`src/rtl/alu_pkg.sv`:
```
// -----------------------------------------------------------------------------
// alu_pkg
// Shared constants and types for the ALU issue stage:
//   - ALU function codes driven on f_o
//   - RV32I opcode / funct3 / funct7 field values recognised by the decoder
//   - decoded_op_t, the bundle carried through the skid buffer
// -----------------------------------------------------------------------------
package alu_pkg;

    localparam int XLEN = 32;

    // ALU function codes
    localparam logic [5:0] F_NONE = 6'd0;
    localparam logic [5:0] F_LB   = 6'd10;
    localparam logic [5:0] F_LH   = 6'd11;
    localparam logic [5:0] F_LW   = 6'd12;
    localparam logic [5:0] F_LBU  = 6'd13;
    localparam logic [5:0] F_LHU  = 6'd14;
    localparam logic [5:0] F_SB   = 6'd15;
    localparam logic [5:0] F_SH   = 6'd16;
    localparam logic [5:0] F_SW   = 6'd17;
    localparam logic [5:0] F_ADDI = 6'd18;
    localparam logic [5:0] F_XORI = 6'd21;
    localparam logic [5:0] F_ORI  = 6'd22;
    localparam logic [5:0] F_ANDI = 6'd23;
    localparam logic [5:0] F_SLLI = 6'd24;
    localparam logic [5:0] F_SRLI = 6'd25;
    localparam logic [5:0] F_ADD  = 6'd27;
    localparam logic [5:0] F_SUB  = 6'd28;
    localparam logic [5:0] F_SLL  = 6'd29;

    // Major opcodes
    localparam logic [6:0] OPC_LOAD   = 7'b0000011;
    localparam logic [6:0] OPC_STORE  = 7'b0100011;
    localparam logic [6:0] OPC_OP_IMM = 7'b0010011;
    localparam logic [6:0] OPC_OP     = 7'b0110011;

    // funct3 values
    localparam logic [2:0] F3_000 = 3'b000;
    localparam logic [2:0] F3_001 = 3'b001;
    localparam logic [2:0] F3_010 = 3'b010;
    localparam logic [2:0] F3_100 = 3'b100;
    localparam logic [2:0] F3_101 = 3'b101;
    localparam logic [2:0] F3_110 = 3'b110;
    localparam logic [2:0] F3_111 = 3'b111;

    // funct7 values
    localparam logic [6:0] F7_BASE = 7'b0000000;
    localparam logic [6:0] F7_ALT  = 7'b0100000;

    typedef struct packed {
        logic [5:0]      f;
        logic [XLEN-1:0] op1;
        logic [XLEN-1:0] op2;
        logic [XLEN-1:0] store_data;
        logic [4:0]      rd;
        logic            rd_we;
        logic            illegal;
    } decoded_op_t;

endpackage

```
`src/rtl/alu_issue_stage_if.sv`:
```
// -----------------------------------------------------------------------------
// alu_issue_if
// Bundles every non-clock/reset signal of the ALU issue stage.
//   slave  : the stage itself (consumes instructions, produces decoded ops)
//   master : the environment (fetch/regfile side and ALU side)
// Signals: in_valid_i/in_ready_o/instr_i (input handshake), flush_i,
// rs1/rs2 address and data, out_valid_o/out_ready_i (output handshake),
// f_o, op1_o, op2_o, store_data_o, rd_o, rd_we_o, illegal_o.
// -----------------------------------------------------------------------------
interface alu_issue_if;
    import alu_pkg::*;

    logic            in_valid_i;
    logic            in_ready_o;
    logic [31:0]     instr_i;
    logic            flush_i;
    logic [4:0]      rs1_addr_o;
    logic [4:0]      rs2_addr_o;
    logic [XLEN-1:0] rs1_data_i;
    logic [XLEN-1:0] rs2_data_i;
    logic            out_valid_o;
    logic            out_ready_i;
    logic [5:0]      f_o;
    logic [XLEN-1:0] op1_o;
    logic [XLEN-1:0] op2_o;
    logic [XLEN-1:0] store_data_o;
    logic [4:0]      rd_o;
    logic            rd_we_o;
    logic            illegal_o;

    modport slave (
        input  in_valid_i, instr_i, flush_i, rs1_data_i, rs2_data_i, out_ready_i,
        output in_ready_o, rs1_addr_o, rs2_addr_o, out_valid_o,
               f_o, op1_o, op2_o, store_data_o, rd_o, rd_we_o, illegal_o
    );

    modport master (
        output in_valid_i, instr_i, flush_i, rs1_data_i, rs2_data_i, out_ready_i,
        input  in_ready_o, rs1_addr_o, rs2_addr_o, out_valid_o,
               f_o, op1_o, op2_o, store_data_o, rd_o, rd_we_o, illegal_o
    );

endinterface

```
`src/rtl/alu_op_decode.sv`:
```
// -----------------------------------------------------------------------------
// alu_op_decode
// Purely combinational RV32I subset decoder.
//   i_instr    : instruction word
//   i_rs1_data : register-file data for instr[19:15]
//   i_rs2_data : register-file data for instr[24:20]
//   o_dec      : decoded bundle (function code, operands, store data, rd, flags)
// Unsupported encodings produce illegal=1 with every data field zero; rd still
// reflects instr[11:7].
// -----------------------------------------------------------------------------
module alu_op_decode
    import alu_pkg::*;
(
    input  logic [31:0]     i_instr,
    input  logic [XLEN-1:0] i_rs1_data,
    input  logic [XLEN-1:0] i_rs2_data,
    output decoded_op_t     o_dec
);

    logic [6:0]      w_opcode;
    logic [2:0]      w_funct3;
    logic [6:0]      w_funct7;
    logic [XLEN-1:0] w_imm_i;
    logic [XLEN-1:0] w_imm_s;
    logic [XLEN-1:0] w_shamt;

    assign w_opcode = i_instr[6:0];
    assign w_funct3 = i_instr[14:12];
    assign w_funct7 = i_instr[31:25];
    assign w_imm_i  = {{(XLEN-12){i_instr[31]}}, i_instr[31:20]};
    assign w_imm_s  = {{(XLEN-12){i_instr[31]}}, i_instr[31:25], i_instr[11:7]};
    assign w_shamt  = {{(XLEN-5){1'b0}}, i_instr[24:20]};

    logic            w_legal;
    logic            w_store;
    logic [5:0]      w_f;
    logic [XLEN-1:0] w_op1;
    logic [XLEN-1:0] w_op2;

    always_comb begin
        // NOTE: every signal gets a default before the case so no path leaves
        // it unassigned; a missing default here would infer a latch.
        w_legal = 1'b0;
        w_store = 1'b0;
        w_f     = F_NONE;
        w_op1   = i_rs1_data;
        w_op2   = '0;
        unique case (w_opcode)
            OPC_LOAD: begin
                w_op2 = w_imm_i;
                case (w_funct3)
                    F3_000: begin w_f = F_LB;  w_legal = 1'b1; end
                    F3_001: begin w_f = F_LH;  w_legal = 1'b1; end
                    F3_010: begin w_f = F_LW;  w_legal = 1'b1; end
                    F3_100: begin w_f = F_LBU; w_legal = 1'b1; end
                    F3_101: begin w_f = F_LHU; w_legal = 1'b1; end
                    default: ;
                endcase
            end
            OPC_STORE: begin
                w_op2   = w_imm_s;
                w_store = 1'b1;
                case (w_funct3)
                    F3_000: begin w_f = F_SB; w_legal = 1'b1; end
                    F3_001: begin w_f = F_SH; w_legal = 1'b1; end
                    F3_010: begin w_f = F_SW; w_legal = 1'b1; end
                    default: ;
                endcase
            end
            OPC_OP_IMM: begin
                w_op2 = w_imm_i;
                case (w_funct3)
                    F3_000: begin w_f = F_ADDI; w_legal = 1'b1; end
                    F3_100: begin w_f = F_XORI; w_legal = 1'b1; end
                    F3_110: begin w_f = F_ORI;  w_legal = 1'b1; end
                    F3_111: begin w_f = F_ANDI; w_legal = 1'b1; end
                    // Shifts use only the 5-bit shamt; SRAI (funct7 0100000)
                    // is not supported and falls through as illegal.
                    F3_001: begin
                        w_op2   = w_shamt;
                        w_f     = F_SLLI;
                        w_legal = (w_funct7 == F7_BASE);
                    end
                    F3_101: begin
                        w_op2   = w_shamt;
                        w_f     = F_SRLI;
                        w_legal = (w_funct7 == F7_BASE);
                    end
                    default: ;
                endcase
            end
            OPC_OP: begin
                w_op2 = i_rs2_data;
                if (w_funct3 == F3_000 && w_funct7 == F7_BASE) begin
                    w_f = F_ADD; w_legal = 1'b1;
                end else if (w_funct3 == F3_000 && w_funct7 == F7_ALT) begin
                    w_f = F_SUB; w_legal = 1'b1;
                end else if (w_funct3 == F3_001 && w_funct7 == F7_BASE) begin
                    w_f = F_SLL; w_legal = 1'b1;
                end
            end
            default: ;
        endcase
    end

    always_comb begin
        o_dec.rd = i_instr[11:7];
        if (w_legal) begin
            o_dec.f          = w_f;
            o_dec.op1        = w_op1;
            o_dec.op2        = w_op2;
            o_dec.store_data = w_store ? i_rs2_data : '0;
            o_dec.rd_we      = !w_store && (i_instr[11:7] != 5'd0);
            o_dec.illegal    = 1'b0;
        end else begin
            o_dec.f          = F_NONE;
            o_dec.op1        = '0;
            o_dec.op2        = '0;
            o_dec.store_data = '0;
            o_dec.rd_we      = 1'b0;
            o_dec.illegal    = 1'b1;
        end
    end

endmodule

```
`src/rtl/alu_issue_stage.sv`:
```
// -----------------------------------------------------------------------------
// alu_issue_stage
// Decodes one RV32I instruction per cycle and presents the ALU op through a
// 2-entry skid buffer (MAIN drives the outputs, SKID absorbs one extra
// instruction when the ALU stalls).
//   clk_i : clock
//   rst_i : synchronous active-high reset
//   bus   : alu_issue_if.slave (handshakes, instruction, regfile, decoded op)
// in_ready_o comes straight from a flop (!SKID.valid), so the upstream ready
// path never depends on out_ready_i.
// -----------------------------------------------------------------------------
module alu_issue_stage
    import alu_pkg::*;
(
    input  logic        clk_i,
    input  logic        rst_i,
    alu_issue_if.slave  bus
);

    decoded_op_t w_dec;
    decoded_op_t r_main;
    decoded_op_t r_skid;
    logic        r_main_valid;
    logic        r_skid_valid;
    logic        w_in_fire;
    logic        w_out_fire;

    assign bus.rs1_addr_o = bus.instr_i[19:15];
    assign bus.rs2_addr_o = bus.instr_i[24:20];

    alu_op_decode u_decode (
        .i_instr    (bus.instr_i),
        .i_rs1_data (bus.rs1_data_i),
        .i_rs2_data (bus.rs2_data_i),
        .o_dec      (w_dec)
    );

    assign bus.in_ready_o = !r_skid_valid;
    assign w_in_fire      = bus.in_valid_i && !r_skid_valid;
    assign w_out_fire     = r_main_valid && bus.out_ready_i;

    // in_fire implies SKID is empty, so a new instruction never has to be
    // written while SKID is being promoted into MAIN.
    always_ff @(posedge clk_i) begin
        // NOTE: state updates use non-blocking assignments so every flop
        // samples pre-edge values regardless of statement order.
        if (rst_i) begin
            r_main       <= '0;
            r_skid       <= '0;
            r_main_valid <= 1'b0;
            r_skid_valid <= 1'b0;
        end else if (bus.flush_i) begin
            r_main_valid <= 1'b0;
            r_skid_valid <= 1'b0;
        end else if (!r_main_valid || w_out_fire) begin
            if (r_skid_valid) begin
                r_main       <= r_skid;
                r_main_valid <= 1'b1;
                r_skid_valid <= 1'b0;
            end else if (w_in_fire) begin
                r_main       <= w_dec;
                r_main_valid <= 1'b1;
            end else begin
                r_main_valid <= 1'b0;
            end
        end else if (w_in_fire) begin
            r_skid       <= w_dec;
            r_skid_valid <= 1'b1;
        end
    end

    assign bus.out_valid_o  = r_main_valid;
    assign bus.f_o          = r_main.f;
    assign bus.op1_o        = r_main.op1;
    assign bus.op2_o        = r_main.op2;
    assign bus.store_data_o = r_main.store_data;
    assign bus.rd_o         = r_main.rd;
    assign bus.rd_we_o      = r_main.rd_we;
    assign bus.illegal_o    = r_main.illegal;

endmodule

```
`src/flat_wrapper.sv`:
```
// flat-port wrapper written by rule: the top's interface ports become plain ports
module alu_issue_stage_flat import alu_pkg::*;
  (clk_i, rst_i, bus_in_valid_i, bus_instr_i, bus_flush_i, bus_rs1_data_i, bus_rs2_data_i, bus_out_ready_i, bus_in_ready_o, bus_rs1_addr_o, bus_rs2_addr_o, bus_out_valid_o, bus_f_o, bus_op1_o, bus_op2_o, bus_store_data_o, bus_rd_o, bus_rd_we_o, bus_illegal_o);
  alu_issue_if bus_i ();
  input  logic clk_i;
  input  logic rst_i;
  input wire logic [$bits(bus_i.in_valid_i)-1:0] bus_in_valid_i;
  input wire logic [$bits(bus_i.instr_i)-1:0] bus_instr_i;
  input wire logic [$bits(bus_i.flush_i)-1:0] bus_flush_i;
  input wire logic [$bits(bus_i.rs1_data_i)-1:0] bus_rs1_data_i;
  input wire logic [$bits(bus_i.rs2_data_i)-1:0] bus_rs2_data_i;
  input wire logic [$bits(bus_i.out_ready_i)-1:0] bus_out_ready_i;
  output wire logic [$bits(bus_i.in_ready_o)-1:0] bus_in_ready_o;
  output wire logic [$bits(bus_i.rs1_addr_o)-1:0] bus_rs1_addr_o;
  output wire logic [$bits(bus_i.rs2_addr_o)-1:0] bus_rs2_addr_o;
  output wire logic [$bits(bus_i.out_valid_o)-1:0] bus_out_valid_o;
  output wire logic [$bits(bus_i.f_o)-1:0] bus_f_o;
  output wire logic [$bits(bus_i.op1_o)-1:0] bus_op1_o;
  output wire logic [$bits(bus_i.op2_o)-1:0] bus_op2_o;
  output wire logic [$bits(bus_i.store_data_o)-1:0] bus_store_data_o;
  output wire logic [$bits(bus_i.rd_o)-1:0] bus_rd_o;
  output wire logic [$bits(bus_i.rd_we_o)-1:0] bus_rd_we_o;
  output wire logic [$bits(bus_i.illegal_o)-1:0] bus_illegal_o;
  assign bus_i.in_valid_i = bus_in_valid_i;
  assign bus_i.instr_i = bus_instr_i;
  assign bus_i.flush_i = bus_flush_i;
  assign bus_i.rs1_data_i = bus_rs1_data_i;
  assign bus_i.rs2_data_i = bus_rs2_data_i;
  assign bus_i.out_ready_i = bus_out_ready_i;
  assign bus_in_ready_o = bus_i.in_ready_o;
  assign bus_rs1_addr_o = bus_i.rs1_addr_o;
  assign bus_rs2_addr_o = bus_i.rs2_addr_o;
  assign bus_out_valid_o = bus_i.out_valid_o;
  assign bus_f_o = bus_i.f_o;
  assign bus_op1_o = bus_i.op1_o;
  assign bus_op2_o = bus_i.op2_o;
  assign bus_store_data_o = bus_i.store_data_o;
  assign bus_rd_o = bus_i.rd_o;
  assign bus_rd_we_o = bus_i.rd_we_o;
  assign bus_illegal_o = bus_i.illegal_o;
  alu_issue_stage u_core (.clk_i(clk_i), .rst_i(rst_i), .bus(bus_i));
endmodule
```
`config.mk`:
```
export PLATFORM = sky130hd
export DESIGN_NAME = alu_issue_stage_flat
export DESIGN_NICKNAME = d
export VERILOG_FILES = /design/src/rtl/alu_pkg.sv /design/src/rtl/alu_issue_stage_if.sv /design/src/rtl/alu_op_decode.sv /design/src/rtl/alu_issue_stage.sv /design/src/flat_wrapper.sv
export SDC_FILE = /design/constraint.sdc
export NUM_CORES = 1
export LEC_CHECK = 0
export CAP_MARGIN = 20
export CORE_ASPECT_RATIO = 1.1
export CORE_MARGIN = 2
export CORE_UTILIZATION = 51
export CTS_CLUSTER_DIAMETER = 150
export DETAILED_ROUTE_END_ITERATION = 10
export GPL_ROUTABILITY_DRIVEN = 1
export PLACE_DENSITY = 0.81
export SLEW_MARGIN = 20
export SYNTH_ARGS = -nofsm -noshare
export SYNTH_HDL_FRONTEND = slang
export SYNTH_SLANG_ARGS = --single-unit
```
`constraint.sdc`:
```
create_clock -name clk_i -period 3.2 [get_ports clk_i]
set_input_delay 0.8 -clock clk_i [delete_from_list [all_inputs] [get_ports clk_i]]
set_output_delay 0.8 -clock clk_i [all_outputs]
set_load 0.05 [all_outputs]
```
# Word-level counts from Yosys, hierarchy flattened
# Index checks and enable logic that the tools add are counted.
[totals] output_inout_bits=121 ff_bits=220 input_bits=101
[op_classes] reduce_logical=22 eq_ne=11 bitwise=2 mux=24
[ops] operator="$mux 109" count=2
[ops] operator="$pmux 32 s4" count=1
[ops] operator="$mux 102" count=1
[ops] operator="$mux 32" count=2
[ops] operator="$pmux 5 s6" count=1
[ops] operator="$eq 7x6->1 const B" count=3
[ops] operator="$pmux 4 s5" count=1
[ops] operator="$pmux 5 s4" count=1
[ops] operator="$mux 5" count=3
[ops] operator="$pmux 5 s3" count=1
[ops] operator="$eq 3x3->1 const B" count=4
[ops] operator="$mux 1" count=8
[ops] operator="$eq 7x2->1 const B" count=1
[ops] operator="$eq 7x5->1 const B" count=1
[ops] operator="$logic_not 7->1" count=1
[ops] operator="$logic_and 1x1->1" count=6
[ops] operator="$reduce_and 3->1" count=2
[ops] operator="$reduce_or 3->1" count=2
[ops] operator="$reduce_bool 5->1" count=1
[ops] operator="$reduce_or 5->1" count=1
[ops] operator="$pmux 1 s4" count=1
[ops] operator="$reduce_or 2->1" count=2
[ops] operator="$reduce_or 4->1" count=1
[ops] operator="$eq 3x1->1 const B" count=1
[ops] operator="8 further kinds" count=11

# Logic depth before layout (Yosys ltp)
[depth] word_depth=9 depth_mapped=8 mapped_depth_nobuf=5

# Modules after synthesis
# Synthesis repeated with hierarchy kept, for this count alone.
[unflattened] hier_cells=1259 area_unflattened_um2=11548.6
[by_module_without_submodules] mod="alu_issue_stage" seq_area_each_um2=4404.2 cells_each=989 n_inst=1 area_per_inst_um2=9970.8
[by_module_without_submodules] mod="alu_op_decode" seq_area_each_um2=0.0 cells_each=270 n_inst=1 area_per_inst_um2=1577.8

# Least setup slack after synthesis
# No wires, ideal clock.
[synth_path] kind="input to register" startpoint="in bus_instr_i[31]" endpoint="reg u_core.r_main (netlist bit u_core.bus.op1_o[11])" t_arrival_ns=2.622 setup_time_ns=0.076 path_stages=7 setup_slack_ns=0.502 path_buffers=2 t_required_ns=3.124 cell_sequence="or4_1 or3_1 nor3_4 o21ai_1 buf_2 buf_2 o22ai_1"
[synth_via] elab_chain_cells=9 elab_cells_between_ends=13
[synth_lines] item="start, declared" line="flat_wrapper.sv:8" source="input wire logic [$bits(bus_i.instr_i)-1:0] bus_instr_i;"
[synth_lines] item="$logic_not 7->1"
[synth_lines] item="$logic_and 1x1->1" line="alu_op_decode.sv:98" source="end else if (w_funct3 == F3_001 && w_funct7 == F7_BASE) begin"
[synth_lines] item="$mux 1" line="alu_op_decode.sv:98"
[synth_lines] item="$mux 1" line="alu_op_decode.sv:96" source="end else if (w_funct3 == F3_000 && w_funct7 == F7_ALT) begin"
[synth_lines] item="$mux 1" line="alu_op_decode.sv:94" source="if (w_funct3 == F3_000 && w_funct7 == F7_BASE) begin"
[synth_lines] item="$pmux 1 s4 (*)" line="alu_op_decode.sv:48" source="unique case (w_opcode)"
[synth_lines] item="$mux 102 (*)" line="alu_op_decode.sv:108" source="if (w_legal) begin"
[synth_lines] item="$mux 109 (*)" line="alu_issue_stage.sv:60" source="end else if (w_in_fire) begin"
[synth_lines] item="$mux 109 (*)" line="alu_issue_stage.sv:56" source="if (r_skid_valid) begin"
[synth_lines] item="end signal, assigned" line="alu_issue_stage.sv:57" source="r_main <= r_skid;"
[synth_lines] item="end signal, assigned" line="alu_issue_stage.sv:61" source="r_main <= w_dec;"
[synth_lines] item="end, declared" line="alu_issue_stage.sv:21" source="decoded_op_t r_main;"
# Every way passes the cells marked *; elsewhere a longest branch is shown, timed or not. The select of a mux whose other input is x is not followed.
# A chain may end at the register's enable or synchronous reset.

# Worst setup path in the final report
[layout_path] startpoint="reg u_core.r_skid_valid" endpoint="out bus_in_ready_o"
[layout_via] elab_chain_cells=1
[layout_lines] item="start, declared" line="alu_issue_stage.sv:24" source="logic r_skid_valid;"
[layout_lines] item="start signal, assigned" line="alu_issue_stage.sv:51" source="r_skid_valid <= 1'b0;"
[layout_lines] item="start signal, assigned" line="alu_issue_stage.sv:54" source="r_skid_valid <= 1'b0;"
[layout_lines] item="start signal, assigned" line="alu_issue_stage.sv:59" source="r_skid_valid <= 1'b0;"
[layout_lines] item="$logic_not 1->1" line="alu_issue_stage.sv:38" source="assign bus.in_ready_o = !r_skid_valid;"
[layout_lines] item="end, declared" line="flat_wrapper.sv:13" source="output wire logic [$bits(bus_i.in_ready_o)-1:0] bus_in_ready_o;"
# No other way between the ends.

==> flow_summary.yaml <==
synth:
  syn-cell-area_um2: 9873
  ys_warn_count: 0
  ys_seq_area_share_pct: 44.20
  synthArstFlopShare_pct: 0
  syn_nets: 1338
  avgSynthCellArea_um2: 7.982
  synth-seq-cells: 218
  syn_inst: 1237
  synth_cell_type_count: 51
  synth_edf_count: 0
  ys.flop_type: "dfxtp_1"
clock_network:
  ctsHoldBuffers: 0
  cts_root_buffer: "clkbuf_16"
  cts_resized: 0
  clock-sinks: 218
  numCtsBuffers: 23
  clk_latency_ns: 0.51
  ctsHtreeMaxLevel: 1
  cts_tree: "built"
  postCtsSetupRepairBufs: 0
  clk_pin_slew_ns: 0.06
  cts_buffer_depth: 3
place:
  placed_area_um2: 12290
  port_buffers: 210
  gp_congestion: 0.8707
  hpwl_um: 18870
worst_setup_path:
  startpoint_type: "flip-flop"
  crit_type: "reg2out"
  critical_path_peak_fanout: 13
  critical_path_required_ns: 2.40
  cp.arrival_ns: 1.92
  cp-end-kind: "output pin"
detailed_routing:
  ant_nets: 0
  vias: 10044
  wl_um: 30870
  drc: 0
  post_drt_wl_per_cell_um: 18.95
  drtIter0Drc: 885
  drt_pass1_iterations: 6
  detail_route.vias_per_cell: 6.166
floorplan:
  ioPinCount: 222
  start_util_pct: 51.88
  die-area_um2: 20490
  rows: 53
  dieWidth_um: 136.7
  die_h_um: 149.9
  core_um2: 19030
timing:
  worstMarginPinSlew_ns: 1.004
  final_hold_viol_count: 0
  relSlewSlack_pct: 33.10
  fin_skew_ns: 0.009714
  drv_slew: 0
  finalCriticalPeriod_ns: 2.723
  tns_ns: 0
  grt_setup_unrepaired: "no"
  setup_violations: 0
  min_period_over_period_pct: 85.09
  timing.fmax_mhz: 367.3
layout:
  antennaDiodeCount: 0
  drive_above_1_share_pct: 7.019
  syn2layout_area_growth_pct: 31.68
  postLayoutCellArea_um2: 13000
  final_nets: 1468
  final_util_pct: 68.31
  fillCellCount: 1542
outcome:
  status: "finished, final reports clean"
job:
  max-cap-violations: 0
global_route:
  grt_pass1_vias: 9556
  antenna_found_initial: 0
  grt_start_max_net_pins: 102
  grt_overflow_total: 0
  grt_pass1_wl_um: 48610
  grt_usage_pct: 29.12
power_and_ir_drop:
  p_per_area_nw_per_um2: 444.5
  finalPower_mw: 5.779
  power_leakage_nw: 4.714
  peakVddDrop_mv: 0.3413
min_path:
  holdCritPathClass: "reg2reg"
[metal layers]
metal	global-route usage, %	vias to the layer above	wire [µm]
met5	0	-	0
met4	12.29	0	1027
met3	4.810	86	2646
met2	47.75	480	14780
met1	37.83	4773	12410
li1	-	4705	-
[power breakdown]
group | switching, mW | internal [mW] | total (mW)
clock | 1.06 | 1.50 | 2.56
combinational | 0.295 | 0.197 | 0.493
sequential | 0.00561 | 2.72 | 2.73
[stage by stage]
step / setup slack, ns / hold WS [ns] / std cells
5_1_grt: 0.3958 / 0.4645 / 1629
3_3_place_gp: 0.05092 / 0.4337 / 1589
3_5_place_dp: 0.007952 / 0.4399 / 1589
6_report: 0.4772 / 0.4459 / 1629
2_1_floorplan: 0.5024 / 0.4277 / 1237
4_1_cts: 0.4709 / 0.4481 / 1629
[layout make-up]
type,instances,area [µm²],share of cell area (%)
sequential,218,4368,33.60
multi-input combinational,835,4801,36.93
timing repair buffer,253,2676,20.59
inverter,36,135.1,1.039
clock buffer,36,664.4,5.110
clock inverter,4,47.55,0.3657
tap,247,309.0,2.377
[cells in the final DEF (no fill, tap or decap), types with 17 or more instances in the layout]
cell	instances
clkbuf_16	23
buf_4	27
o21ai_0	17
and3_1	98
buf_12	21
dfxtp_1	217
nand2_1	148
o221ai_1	27
and2_1	28
nor2_1	62
a21oi_1	208
clkdlybuf4s50_1	204
o211ai_1	38
o2111ai_1	25
o22ai_1	98
inv_1	36
[worst max-delay path, cell delays in order, from the launching register on]
cell and delay, ns:
dfxtp_4 0.39, inv_1 0.18, clkdlybuf4s50_1 0.84
[kinds of logic after synthesis]
kind of cell	after synthesis	share of synthesized area (%)
AO/OA/AOI/OAI	441	27.49
AND/OR/NAND/NOR	377	18.92
flip-flops	218	44.20
buffers and inverters	184	7.692
multiplexers	14	1.470
adder cells (fa/ha/maj)	1	0.1014
other	1	0.03798
XOR/XNOR	1	0.08872
[flip-flops by register name (all words and copies together), names as in the netlist]
name                     count
u_core.bus.rd_we_o           1
u_core.r_skid              108
u_core.bus.f_o               5
u_core.bus.op1_o            32
u_core.bus.illegal_o         1
u_core.bus.op2_o            32
u_core.bus.out_valid_o       1
u_core.r_skid_valid          1
u_core.bus.store_data_o     32
u_core.bus.rd_o              5
[synth_stat cells (2+ instances only)]
cell type	number	area, µm²
dfxtp_1	218	4364
a21oi_1	208	1041
nand2_1	148	555.5
clkbuf_1	113	424.2
and3_1	99	619.3
o22ai_1	98	613.1
nor2_1	62	232.7
o211ai_1	38	285.3
inv_1	36	135.1
and2_1	28	175.2
o221ai_1	27	236.5
o2111ai_1	25	219.0
buf_2	19	95.09
o21ai_0	17	85.08
a211oi_1	13	97.59
buf_4	12	90.09
mux2i_1	10	100.1
nor3b_1	7	52.55
nor3_1	6	30.03
nor2b_1	5	31.28
buf_1	4	15.01
mux2_2	4	45.04
or3_1	4	25.02
nand3_1	3	15.01
nand3b_1	3	22.52
o41ai_1	3	26.28
a311oi_1	2	17.52
or4_1	2	15.01
[final timing paths]
check,endpoint,startpoint,slack [ns],depth (start not counted)
setup / recovery,bus_in_ready_o,u_core.r_skid_valid,0.48,2
hold / removal,u_core.r_skid[37],u_core.r_skid[37],0.45,2
setup reg to reg,u_core.bus.store_data_o[15],u_core.r_skid_valid,0.93,6
hold reg to reg,u_core.r_skid[37],u_core.r_skid[37],0.45,2
No activity file was read; power rests on OpenSTA's default activity.
